===== config.mk =====
export PLATFORM = sky130hd
export DESIGN_NAME = huffman_encode_ctrl
export DESIGN_NICKNAME = d
export VERILOG_FILES = /design/src/rtl/huffman_encode_ctrl.sv
export SDC_FILE = /design/constraint.sdc
export NUM_CORES = 1
export LEC_CHECK = 0
export BUFFER_PORTS_ARGS = -buffer_cell sky130_fd_sc_hd__buf_2
export CORE_MARGIN = 2
export CORE_UTILIZATION = 37
export CTS_CLUSTER_DIAMETER = 120
export DETAILED_ROUTE_END_ITERATION = 8
export GPL_TIMING_DRIVEN = 0
export PLACE_DENSITY = 0.58
export SLEW_MARGIN = 5
export SYNTH_ARGS = -nofsm -noshare
export SYNTH_HDL_FRONTEND = slang
export SYNTH_SLANG_ARGS = --single-unit
export TNS_END_PERCENT = 10

===== constraint.sdc =====
create_clock -name clk -period 2.93 [get_ports clk]
set_input_delay 0.293 -clock clk [delete_from_list [all_inputs] [get_ports clk]]
set_output_delay 0.293 -clock clk [all_outputs]
set_load 0.05 [all_outputs]

===== src/rtl/huffman_encode_ctrl.sv =====
`default_nettype none
// ============================================================================
// Module   : huffman_encode_ctrl
// Brief    : Looks up ASCII symbols in a Huffman code table and packs the
//            codes MSB-first into OUT_W-bit words with valid/ready framing.
// Revision : 1.0 - initial release
// ============================================================================
module huffman_encode_ctrl #(
  parameter int OUT_W = 32
) (
  input  logic             clk,
  input  logic             ctrl_reset,
  input  logic             sym_valid,
  output logic             sym_ready,
  input  logic [6:0]       sym_data,
  input  logic             sym_last,
  output logic [6:0]       tbl_rdAscii,
  input  logic [127:0]     tbl_rdCode,
  input  logic [6:0]       tbl_rdCodeLength,
  output logic             out_valid,
  input  logic             out_ready,
  output logic [OUT_W-1:0] out_data,
  output logic [6:0]       out_nbits,
  output logic             out_last,
  output logic             busy,
  output logic             err_nocode
);

  typedef enum logic [2:0] {
    S_IDLE   = 3'd0,
    S_LOOKUP = 3'd1,
    S_SHIFT  = 3'd2,
    S_EMIT   = 3'd3,
    S_FLUSH  = 3'd4
  } state_t;

  localparam logic [6:0] C_FULL = 7'(OUT_W);
  localparam logic [6:0] C_TOP  = 7'(OUT_W - 1);

  state_t             r_state;
  logic [6:0]         r_sym_q;
  logic               r_last_q;
  logic [127:0]       r_code_q;
  logic [6:0]         r_rem;
  logic [6:0]         r_fill;
  logic [OUT_W-1:0]   r_pack;
  logic               r_err;
  logic               r_out_last;

  logic [6:0]         w_rem_nxt;
  logic [6:0]         w_fill_nxt;
  logic [6:0]         w_pos;
  logic               w_bit;
  logic [OUT_W-1:0]   w_bit_mask;

  // Next code bit is code_q[rem-1]; it lands at pack[OUT_W-1-fill].
  assign w_rem_nxt  = r_rem - 7'd1;
  assign w_fill_nxt = r_fill + 7'd1;
  assign w_bit      = r_code_q[w_rem_nxt];
  assign w_pos      = C_TOP - r_fill;
  assign w_bit_mask = {{(OUT_W-1){1'b0}}, w_bit} << w_pos;

  always_ff @(posedge clk) begin
    if (ctrl_reset) begin
      r_state    <= S_IDLE;
      r_sym_q    <= '0;
      r_last_q   <= 1'b0;
      r_code_q   <= '0;
      r_rem      <= '0;
      r_fill     <= '0;
      r_pack     <= '0;
      r_err      <= 1'b0;
      r_out_last <= 1'b0;
    end else begin
      case (r_state)
        S_IDLE: begin
          if (sym_valid) begin
            r_sym_q  <= sym_data;
            r_last_q <= sym_last;
            r_state  <= S_LOOKUP;
          end
        end
        S_LOOKUP: begin
          r_code_q <= tbl_rdCode;
          r_rem    <= tbl_rdCodeLength;
          if (tbl_rdCodeLength == 7'd0) begin
            r_err <= 1'b1;
            if (r_last_q) begin
              r_state    <= S_FLUSH;
              r_out_last <= 1'b1;
            end else begin
              r_state <= S_IDLE;
            end
          end else begin
            r_state <= S_SHIFT;
          end
        end
        S_SHIFT: begin
          r_pack <= r_pack | w_bit_mask;
          r_fill <= w_fill_nxt;
          r_rem  <= w_rem_nxt;
          // A full word takes precedence; a last symbol ending exactly on a
          // word boundary is tagged here so no empty flush word follows.
          if (w_fill_nxt == C_FULL) begin
            r_state    <= S_EMIT;
            r_out_last <= r_last_q && (w_rem_nxt == 7'd0);
          end else if (w_rem_nxt == 7'd0) begin
            if (r_last_q) begin
              r_state    <= S_FLUSH;
              r_out_last <= 1'b1;
            end else begin
              r_state <= S_IDLE;
            end
          end
        end
        S_EMIT: begin
          if (out_ready) begin
            r_pack     <= '0;
            r_fill     <= '0;
            r_out_last <= 1'b0;
            r_state    <= (r_rem != 7'd0) ? S_SHIFT : S_IDLE;
          end
        end
        S_FLUSH: begin
          if (out_ready) begin
            r_pack     <= '0;
            r_fill     <= '0;
            r_out_last <= 1'b0;
            r_state    <= S_IDLE;
          end
        end
        default: r_state <= S_IDLE;
      endcase
    end
  end

  assign sym_ready   = (r_state == S_IDLE);
  assign busy        = (r_state != S_IDLE);
  assign tbl_rdAscii = r_sym_q;
  assign out_valid   = (r_state == S_EMIT) || (r_state == S_FLUSH);
  assign out_data    = out_valid ? r_pack : '0;
  assign out_nbits   = out_valid ? r_fill : 7'd0;
  assign out_last    = r_out_last;
  assign err_nocode  = r_err;

endmodule
`default_nettype wire

==> results of run 1 <==
-- area by class of cell --
type                       count  area share
tap                          285      0.0333
buffer                        79      0.0415
multi-input combinational    715       0.412
sequential                   187       0.350
inverter                       9     0.00386
clock inverter                15      0.0167
clock buffer                  17      0.0397
timing repair buffer         210       0.103
-- flip-flops by register name, summed over array words and instances (netlist names) --
| name | cells |
|---|---|
| out_last | 1 |
| tbl_rdAscii | 7 |
| r_last_q | 1 |
| r_fill | 7 |
| err_nocode | 1 |
| r_rem | 7 |
| r_pack | 32 |
| r_code_q | 128 |
| r_state | 3 |
-- tightest hold or removal path, cell delays in order --
cell	delay, ns
buf_2	0.09
nand2_1	0.04
a21oi_1	0.05
-- metal layers --
metal / wire, µm / vias up / share of wire / track usage
met5: 0 / - / 0 / 0
met4: 223 / 0 / 0.0093 / 0.0481
met1: 11400 / 3599 / 0.47 / 0.264
met2: 11500 / 183 / 0.48 / 0.337
met3: 939 / 20 / 0.039 / 0.0326
li1: - / 3884 / - / -
-- worst paths after layout --
check                           slack (ns)  cells past startpoint            end            from
worst min register to register        0.45                      2  r_code_q[124]   r_code_q[124]
worst max-delay path                -0.007                     14      r_pack[8]        r_rem[0]
worst max register to register      -0.007                     14      r_pack[8]        r_rem[0]
worst min-delay path                  0.08                      3   r_code_q[21]  tbl_rdCode[21]
-- kinds of logic after synthesis --
family	count (synthesis)	synth area share
AOI/OAI and AO/OA	226	0.168
and+or+nand+nor	435	0.224
DFF	187	0.443
xor gates and xnor gates	7	0.0139
muxes	43	0.0984
adders and majority gates	4	0.00592
buffers and inverters	88	0.0470
-- power groups by stage --
stage          Sequential [W]  Combinational (W)  Clock, W
2_1_floorplan         0.00311            0.00249         0
3_3_place_gp          0.00311            0.00340         0
3_5_place_dp          0.00312            0.00341         0
4_1_cts               0.00307            0.00372   0.00243
5_1_grt               0.00311            0.00415   0.00253
6_report              0.00307            0.00380   0.00238
-- per-stage QoR --
step | std cells | util | area [µm²] | power [W]
after global routing | 1517 | 0.475 | 10700 | 0.00979
after floorplan | 990 | - | 8470 | 0.00561
final | 1517 | 0.475 | 10700 | 0.00925
after CTS | 1511 | 0.470 | 10600 | 0.00922
after global placement | 1472 | 0.435 | 9810 | 0.00651
after detailed placement | 1472 | 0.435 | 9810 | 0.00654
-- cell usage in the layout, fill, tap and decap left out, types with 7 or more instances in the layout --
master     count
nand2_1      307
buf_2        201
dfxtp_1      185
a21oi_1      153
clkbuf_1      58
and2_1        41
nor2_1        33
mux4_2        32
a32o_1        32
clkbuf_16     18
buf_4         12
nand3_1       10
buf_6          8
o21ai_0        8
inv_1          7
-- timing repair --
item | in CTS | in global routing
hold buffers | 0 | 0
pin swaps | 5 | 5
setup endpoints to repair | 36 | 33
setup buffers | 7 | 6
gates resized for setup | 27 | 15
==> flow_summary.json, run 1 <==
{
  "synthArstFlopShare": 0,
  "netlist_area_um2": 8460,
  "start_kind": "flip-flop",
  "netlist_instances": 990,
  "antenna_found_initial": 0,
  "drt_iter0_drc": 462,
  "seq_area_um2": 3750,
  "p_sw_w": 0.00349,
  "critPathKind": "reg2reg",
  "final.setup.worst_slack_ns": -0.00686,
  "synth_top_area_cell": "dfxtp_1",
  "synth_edf_count": 0,
  "p_seq_frac": 0.332,
  "cp_max_fo": 10,
  "synth_top_cells_by_count": "nand2_1 (309), dfxtp_1 (187), a21oi_1 (154)",
  "relSlewSlack": 0.481,
  "core_area_um2": 22600,
  "setup_viol": 1,
  "clkSlewWorstSetupHoldPaths_ns": 0.08,
  "rsz0062_at_grt": "yes",
  "power_density_nw_per_um2": 864,
  "synthesis.nets": 1141,
  "worst_pin_slew_ns": 0.779,
  "rows": 55,
  "cap_violations": 0,
  "path_cells": "buf_8 -> buf_12 -> inv_8 -> ha_4 -> buf_12 -> xnor2_4 -> mux4_2 -> nand2_2 -> nand2_2 -> a2111oi_4 -> nor4_4 -> buf_6 -> buf_6 -> a32o_1",
  "peakVddDrop_v": 0.000506,
  "num-fill-cells": 2258,
  "skew_ns": 0.00976,
  "grt_pass1_wl_um": 37500,
  "gr-total-overflow": 0,
  "path_buf_inv": 6,
  "swShare": 0.377,
  "antenna_left": 0,
  "die_h_um": 155,
  "multi_input_area_um2": 4420,
  "fp.dieW_um": 155,
  "hp-class": "in2reg",
  "synth-seq-cells": 187,
  "routed_via_density": 5.07,
  "cts-root-buf": "clkbuf_16",
  "cts_tree": "yes",
  "dpl.hpwl_um": 17600,
  "finalCriticalPeriod_ns": 2.94,
  "maxSlewViolCount": 0,
  "synth_top_area_frac": 0.443,
  "cp_slowest_cell": "mux4_2",
  "pin_count": 198,
  "cts_sinks": 187,
  "synth.distinct_cells": 58,
  "whs_ns": 0.0846,
  "cp_top_family": "buffers and inverters",
  "synth_most_common_cell": "nand2_1",
  "cts_htree_levels": 4,
  "cp-end-kind": "flip-flop",
  "start_util": 0.375,
  "synth_area_leaders": "dfxtp_1 (44%), nand2_1 (14%), a21oi_1 (9.1%), mux4_2 (8.5%), a32o_1 (3.8%)",
  "drt_wl_total_um": 24000,
  "gr-usage-all-layers": 0.198,
  "die-area_um2": 24100,
  "grt_pass1_vias": 7235,
  "first_pass_iters": 5,
  "p_comb_frac": 0.411,
  "finish.net_count": 1370,
  "cts_buffers": 17,
  "clk_latency_ns": 0.44,
  "clkPwrFrac": 0.258,
  "cp.arrival_ns": 3.26,
  "ys_seq_area_frac": 0.443,
  "p_int_w": 0.00576,
  "tns_ns": -0.00686,
  "fmax_ghz": 0.341,
  "wl_per_cell_um": 15.8,
  "clockBufferDepth": 2,
  "syn_area_per_cell_um2": 8.54,
  "drive_above_1_share": 0.265,
  "port_buffers": 197,
  "cp_slowest_stage_delay_ns": 0.56,
  "num_vias": 7686,
  "pre_cts_ws_ns": -0.671,
  "ys.warnings.count": 0,
  "drc_errors": 0,
  "fin_crit_sh": 1.00,
  "ys.flop_type": "dfxtp_1",
  "required_ns": 3.25,
  "violations": "negative setup slack",
  "globalplace.congestion": 0.767,
  "status": "finished, violations left",
  "n_antenna_cell": 0,
  "hold_viol_final": 0,
  "grt_max_degree": 19,
  "syn2layout_area_growth_pct": 26.6,
  "leakagePower_nw": 4.26
}
No activity file was read; power rests on OpenSTA's default activity.
==> run 2, diff against run 1 <==
- PLACE_DENSITY: 0.58 -> 0.56
- SKIP_LAST_GASP: unset -> 1
- clock period: 2.93 -> 3.5 ns (I/O delays scaled with it)
==> run 2 against run 1 <==
  * The flow now finishes without violations
  * Design area down 2.2%
  * Sequential share of layout area up 0.77 points
  * Global-route usage up 0.38 points
  * Critical path type unchanged
  * Critical endpoint is now r_pack[18]
==> flow_summary.json, run 2 (synthesized netlist as in run 1, its figures left out) <==
{
  "status": "finished clean",
  "grt_pass1_vias": 7335,
  "maxSlewViolCount": 0,
  "clk_latency_ns": 0.44,
  "reg2reg_from": "r_rem[0]",
  "fp.dieW_um": 155,
  "drt_wl_total_um": 24000,
  "drc_errors": 0,
  "min_from": "tbl_rdCode[30]",
  "post-place-cells": 1472,
  "hp-class": "in2reg",
  "grt_max_degree": 18,
  "required_ns": 3.83,
  "cts_tree": "yes",
  "worstReg2RegEnd": "r_pack[18]",
  "highest_layer": "met4",
  "cts_htree_levels": 4,
  "path_cells": "buf_6 -> buf_6 -> inv_1 -> ha_1 -> clkbuf_4 -> buf_6 -> mux4_2 -> mux2i_1 -> o22ai_1 -> a2111oi_4 -> nor4_4 -> buf_6 -> a32o_1",
  "place_area_um2": 9800,
  "routed_via_density": 5.06,
  "cp_top_family": "buffers and inverters",
  "core_area_um2": 22600,
  "relSlewSlack": 0.411,
  "clkSlewWorstSetupHoldPaths_ns": 0.08,
  "hold_viol_final": 0,
  "wl_met1_um": 11000,
  "cp-end-kind": "flip-flop",
  "reg2reg_slack_ns": 0.16,
  "max_flop_register": "r_code_q",
  "fmax_ghz": 0.300,
  "antenna_found_initial": 0,
  "cts_buffers": 17,
  "fin_crit_sh": 0.954,
  "dr_wl_met3_um": 1140,
  "setup_viol": 0,
  "gr-usage-all-layers": 0.202,
  "cp_slowest_stage_delay_ns": 0.41,
  "start_util": 0.375,
  "power.total_w": 0.00749,
  "gr-total-overflow": 0,
  "cp.arrival_ns": 3.67,
  "wl_per_cell_um": 15.9,
  "leakagePower_nw": 4.18,
  "cp_max_fo": 10,
  "route.met2.wl_um": 11500,
  "rsz0062_at_grt": "yes",
  "cp_slowest_cell": "a2111oi_4",
  "antenna_left": 0,
  "reg_top3": "r_code_q (128), r_pack (32)",
  "num_vias": 7638,
  "drive_above_1_share": 0.245,
  "postLayoutCellArea_um2": 10500,
  "pin_count": 198,
  "cts_sinks": 187,
  "skew_ns": 0.0143,
  "finish.net_count": 1361,
  "syn2layout_area_growth_pct": 23.8,
  "peakVddDrop_v": 0.000337,
  "die_h_um": 155,
  "cp_common_cell": "buf_6",
  "whs_ns": 0.142,
  "n_antenna_cell": 0,
  "rows": 55,
  "num-fill-cells": 2325,
  "critPathKind": "reg2reg",
  "power_density_nw_per_um2": 716,
  "layout_commonest_cell": "nand2_1",
  "ctsHoldBuffers": 0,
  "first_pass_iters": 5,
  "cap_violations": 0,
  "clockBufferDepth": 2,
  "start_kind": "flip-flop",
  "finalNonFillerCells": 1508,
  "mostFrequentLayoutCells": "nand2_1 (309), buf_2 (201), dfxtp_1 (187)",
  "reg2regPathDepth": 13,
  "cts-root-buf": "clkbuf_16",
  "pre_cts_ws_ns": -0.490,
  "holdPathStages": 3,
  "finalCriticalPeriod_ns": 3.34,
  "worst_pin_slew_ns": 0.878,
  "die-area_um2": 24100,
  "final.setup.worst_slack_ns": 0.161,
  "path_buf_inv": 6,
  "grt_pass1_wl_um": 38100,
  "dpl.hpwl_um": 17700,
  "largest_reg_flops": 128,
  "port_buffers": 197,
  "drt_iter0_drc": 376,
  "globalplace.congestion": 0.793,
  "hold_end": "r_code_q[30]"
}
## run 2: cell count changes in the layout (fill, tap and decap cells not counted), sizes merged
cell      previous run  this run
inv                 16        15
buf                229       221
clkinv               6         1
clkinvlp             0         4
clkbuf              77        78
## run 2: final cells by class
cell class              count  area (µm²)  area share
inverters                   9        33.8     0.00323
well taps                 285         357      0.0341
multi-input cells         715        4330       0.414
plain buffers              79         392      0.0374
flip-flops and latches    187        3740       0.357
clock inverters            13         155      0.0148
repair buffers            201        1020      0.0970
clock buffers              19         443      0.0423
## run 2: worst reg2reg max path, cell delays in order (launching register included)
cell and delay [ns]:
dfxtp_1 0.36, buf_6 0.20, buf_6 0.21, inv_1 0.10
ha_1 0.28, clkbuf_4 0.20, buf_6 0.19, mux4_2 0.34
mux2i_1 0.24, o22ai_1 0.16, a2111oi_4 0.41, nor4_4 0.14
buf_6 0.18, a32o_1 0.22
## run 2: worst max path at each step
| stage | start | end | slack, ns | depth (start not counted) |
|---|---|---|---|---|
| 6_report | r_rem[0] | r_pack[18] | 0.16 | 13 |
| 5_1_grt | r_rem[0] | r_pack[26] | -0.0004 | 13 |
| 4_1_cts | r_rem[0] | r_pack[1] | 0.0007 | 13 |
| 3_5_place_dp | r_rem[0] | r_pack[18] | -0.49 | 13 |
| 3_3_place_gp | r_rem[0] | r_pack[28] | -0.50 | 13 |
| 2_1_floorplan | r_state[2] | r_state[0] | 0.36 | 5 |
## run 2: repair_timing
action / 4_1_cts / 5_1_grt
resized for setup: 6 / 8
buffers inserted: 0 / 4
hold endpoints to repair: 0 / 0
setup endpoints to repair: 32 / 31
pin swaps: 0 / 3
## run 2: power by group
group	internal, W	switching (W)
Clock	0.00109	0.000895
Sequential	0.00242	0.000150
Combinational	0.00115	0.00179
Total	0.00466	0.00284
## run 2: metrics by stage
step / util / TNS, ns
after global placement: 0.434 / -15.48
after detailed placement: 0.434 / -14.99
after global routing: 0.464 / -0.000360
final: 0.464 / 0
after floorplan: - / 0
after CTS: 0.461 / 0
## run 2: metal layers
| layer | vias to the layer above | track usage |
|---|---|---|
| met5 | - | 0 |
| met3 | 23 | 0.0412 |
| li1 | 3866 | - |
| met4 | 0 | 0.0498 |
| met1 | 3561 | 0.262 |
| met2 | 188 | 0.345 |
==> run 3, diff against run 2 <==
- BUFFER_PORTS_ARGS: -buffer_cell sky130_fd_sc_hd__buf_2 -> -buffer_cell sky130_fd_sc_hd__buf_4
==> run 3 against run 2 <==
  * Register-to-register slack hardly changed
  * Clock skew is 0.0027 ns lower
  * Global-route usage is 0.12 points lower
  * Design area is 4.7% higher
  * Clock power is 2% lower
  * Worst setup slack better by 0.0015 ns
  * First-iteration DRC count is 1.9% lower
  * Sequential cell count stayed put
  * Utilization is 2.2 points higher
  * Combinational power is 2% higher
  * Non-clock buffer count stayed put
  * Critical path type unchanged
  * Largest cell class unchanged
  * Largest power group unchanged
==> flow_summary.json, run 3 (synthesized netlist as in run 1, its figures left out) <==
{
  "cts_sinks": 187,
  "power_density_nw_per_um2": 686,
  "pin_count": 198,
  "die-area_um2": 24100,
  "cts_tree": "yes",
  "layout_commonest_cell": "nand2_1",
  "worst_pin_slew_ns": 0.881,
  "drc_errors": 0,
  "mostFrequentLayoutCells": "nand2_1 (309), buf_4 (204), dfxtp_1 (187)",
  "gr-usage-all-layers": 0.201,
  "cp.arrival_ns": 3.71,
  "start_util": 0.375,
  "clkSlewWorstSetupHoldPaths_ns": 0.07,
  "largest_reg_flops": 128,
  "cts_buffers": 17,
  "drt_wl_total_um": 24200,
  "post-place-cells": 1472,
  "fin_crit_sh": 0.953,
  "grt_max_degree": 19,
  "status": "finished clean",
  "n_antenna_cell": 0,
  "clockBufferDepth": 2,
  "tns_ns": 0,
  "routed_via_density": 5.06,
  "cts_htree_levels": 4,
  "num-fill-cells": 2284,
  "peakVddDrop_v": 0.000387,
  "rows": 55,
  "crit_path_start": "r_rem[0]",
  "fmax_ghz": 0.300,
  "place_area_um2": 10300,
  "grt_pass1_wl_um": 38100,
  "relSlewSlack": 0.409,
  "cp_max_fo": 10,
  "skew_ns": 0.0117,
  "drive_above_1_share": 0.246,
  "gr-total-overflow": 0,
  "critPathKind": "reg2reg",
  "start_kind": "flip-flop",
  "globalplace.congestion": 0.815,
  "path_cells": "buf_6 -> buf_6 -> inv_1 -> ha_1 -> buf_4 -> xor2_1 -> nand2_1 -> o22ai_1 -> o2bb2ai_1 -> nor4_2 -> nor4_4 -> buf_6 -> a32o_1",
  "wl_per_cell_um": 16.0,
  "cp_common_cell": "buf_6",
  "seq_area_um2": 3740,
  "setup_viol": 0,
  "hp-class": "in2reg",
  "finalNonFillerCells": 1508,
  "cp_slowest_cell": "nor4_4",
  "pre_cts_ws_ns": -0.495,
  "cts-root-buf": "clkbuf_16",
  "required_ns": 3.88,
  "ctsHoldBuffers": 0,
  "reg_top3": "r_code_q (128), r_pack (32)",
  "grt_pass1_vias": 7336,
  "final.setup.worst_slack_ns": 0.163,
  "cp_slowest_stage_delay_ns": 0.56,
  "cp_top_family": "buffers and inverters",
  "postLayoutCellArea_um2": 11000,
  "cp-end-kind": "flip-flop",
  "drt_iter0_drc": 369,
  "die_h_um": 155,
  "antenna_left": 0,
  "finalCriticalPeriod_ns": 3.34,
  "multi_input_area_um2": 4350,
  "core_area_um2": 22600,
  "fp.dieW_um": 155,
  "hold_viol_final": 0,
  "num_vias": 7633,
  "reg2reg_from": "r_rem[0]",
  "finish.net_count": 1361,
  "leakagePower_nw": 4.30,
  "min_from": "tbl_rdCode[92]",
  "first_pass_iters": 7,
  "dpl.hpwl_um": 17900,
  "maxSlewViolCount": 0,
  "clk_latency_ns": 0.44,
  "max_flop_register": "r_code_q",
  "antenna_found_initial": 0,
  "syn2layout_area_growth_pct": 29.7,
  "cap_violations": 0,
  "path_buf_inv": 5,
  "port_buffers": 197
}
run 3: changes by cell type in the layout (fill, tap and decap cells not counted), sizes merged:
cell,previous run,this run
clkinvlp,4,2
inv,15,17
buf,221,220
bufinv,2,1
clkbuf,78,79
clkinv,1,2
run 3: per-stage QoR:
| stage | utilization | total power (W) | hold slack [ns] |
|---|---|---|---|
| final | 0.486 | 0.00753 | 0.153 |
| after global routing | 0.486 | 0.00799 | 0.151 |
| after CTS | 0.483 | 0.00750 | 0.137 |
| after detailed placement | 0.456 | 0.00553 | 0.441 |
| after global placement | 0.456 | 0.00551 | 0.437 |
| after floorplan | - | 0.00469 | 0.433 |
run 3: power by group:
part           leakage [nW]  total (W)  switching, W  internal [W]
Clock                 0.284    0.00195      0.000913       0.00103
Combinational          2.49    0.00301       0.00179       0.00122
Sequential             1.52    0.00257      0.000150       0.00242
Total                  4.30    0.00753       0.00286       0.00467
run 3: area by class of cell:
type | instances | share of cell area
repair buffers | 201 | 0.138
multi-input cells | 715 | 0.397
inverters | 9 | 0.00308
plain buffers | 79 | 0.0354
well taps | 285 | 0.0325
clock buffers | 19 | 0.0404
clock inverters | 13 | 0.0132
flip-flops and latches | 187 | 0.341
run 3: worst paths after layout:
kind | end | slack, ns | cells after the start
min | r_code_q[92] | 0.15 | 3
max | r_pack[11] | 0.16 | 13
max reg2reg | r_pack[11] | 0.16 | 13
min reg2reg | err_nocode | 0.45 | 2
run 3: layer usage:
layer,part of all wire,global-route usage,wire [µm],vias to the layer above
met5,0,0,0,-
li1,-,-,-,3866
met4,0.019,0.0686,456,0
met2,0.47,0.331,11400,216
met1,0.46,0.270,11200,3519
met3,0.046,0.0306,1120,32
run 3: worst min-delay path: cells and delay by family:
family | cells | cell delay (ns)
buffers and inverters | 1 | 0.11
AOI/OAI and AO/OA | 1 | 0.05
and+or+nand+nor | 1 | 0.04
run 3: what timing repair did:
| action | 4_1_cts | 5_1_grt |
|---|---|---|
| cloned | 0 | 0 |
| setup endpoints to repair | 32 | 31 |
| resized for setup | 7 | 7 |
| pin swaps | 0 | 2 |
| setup buffers | 0 | 4 |
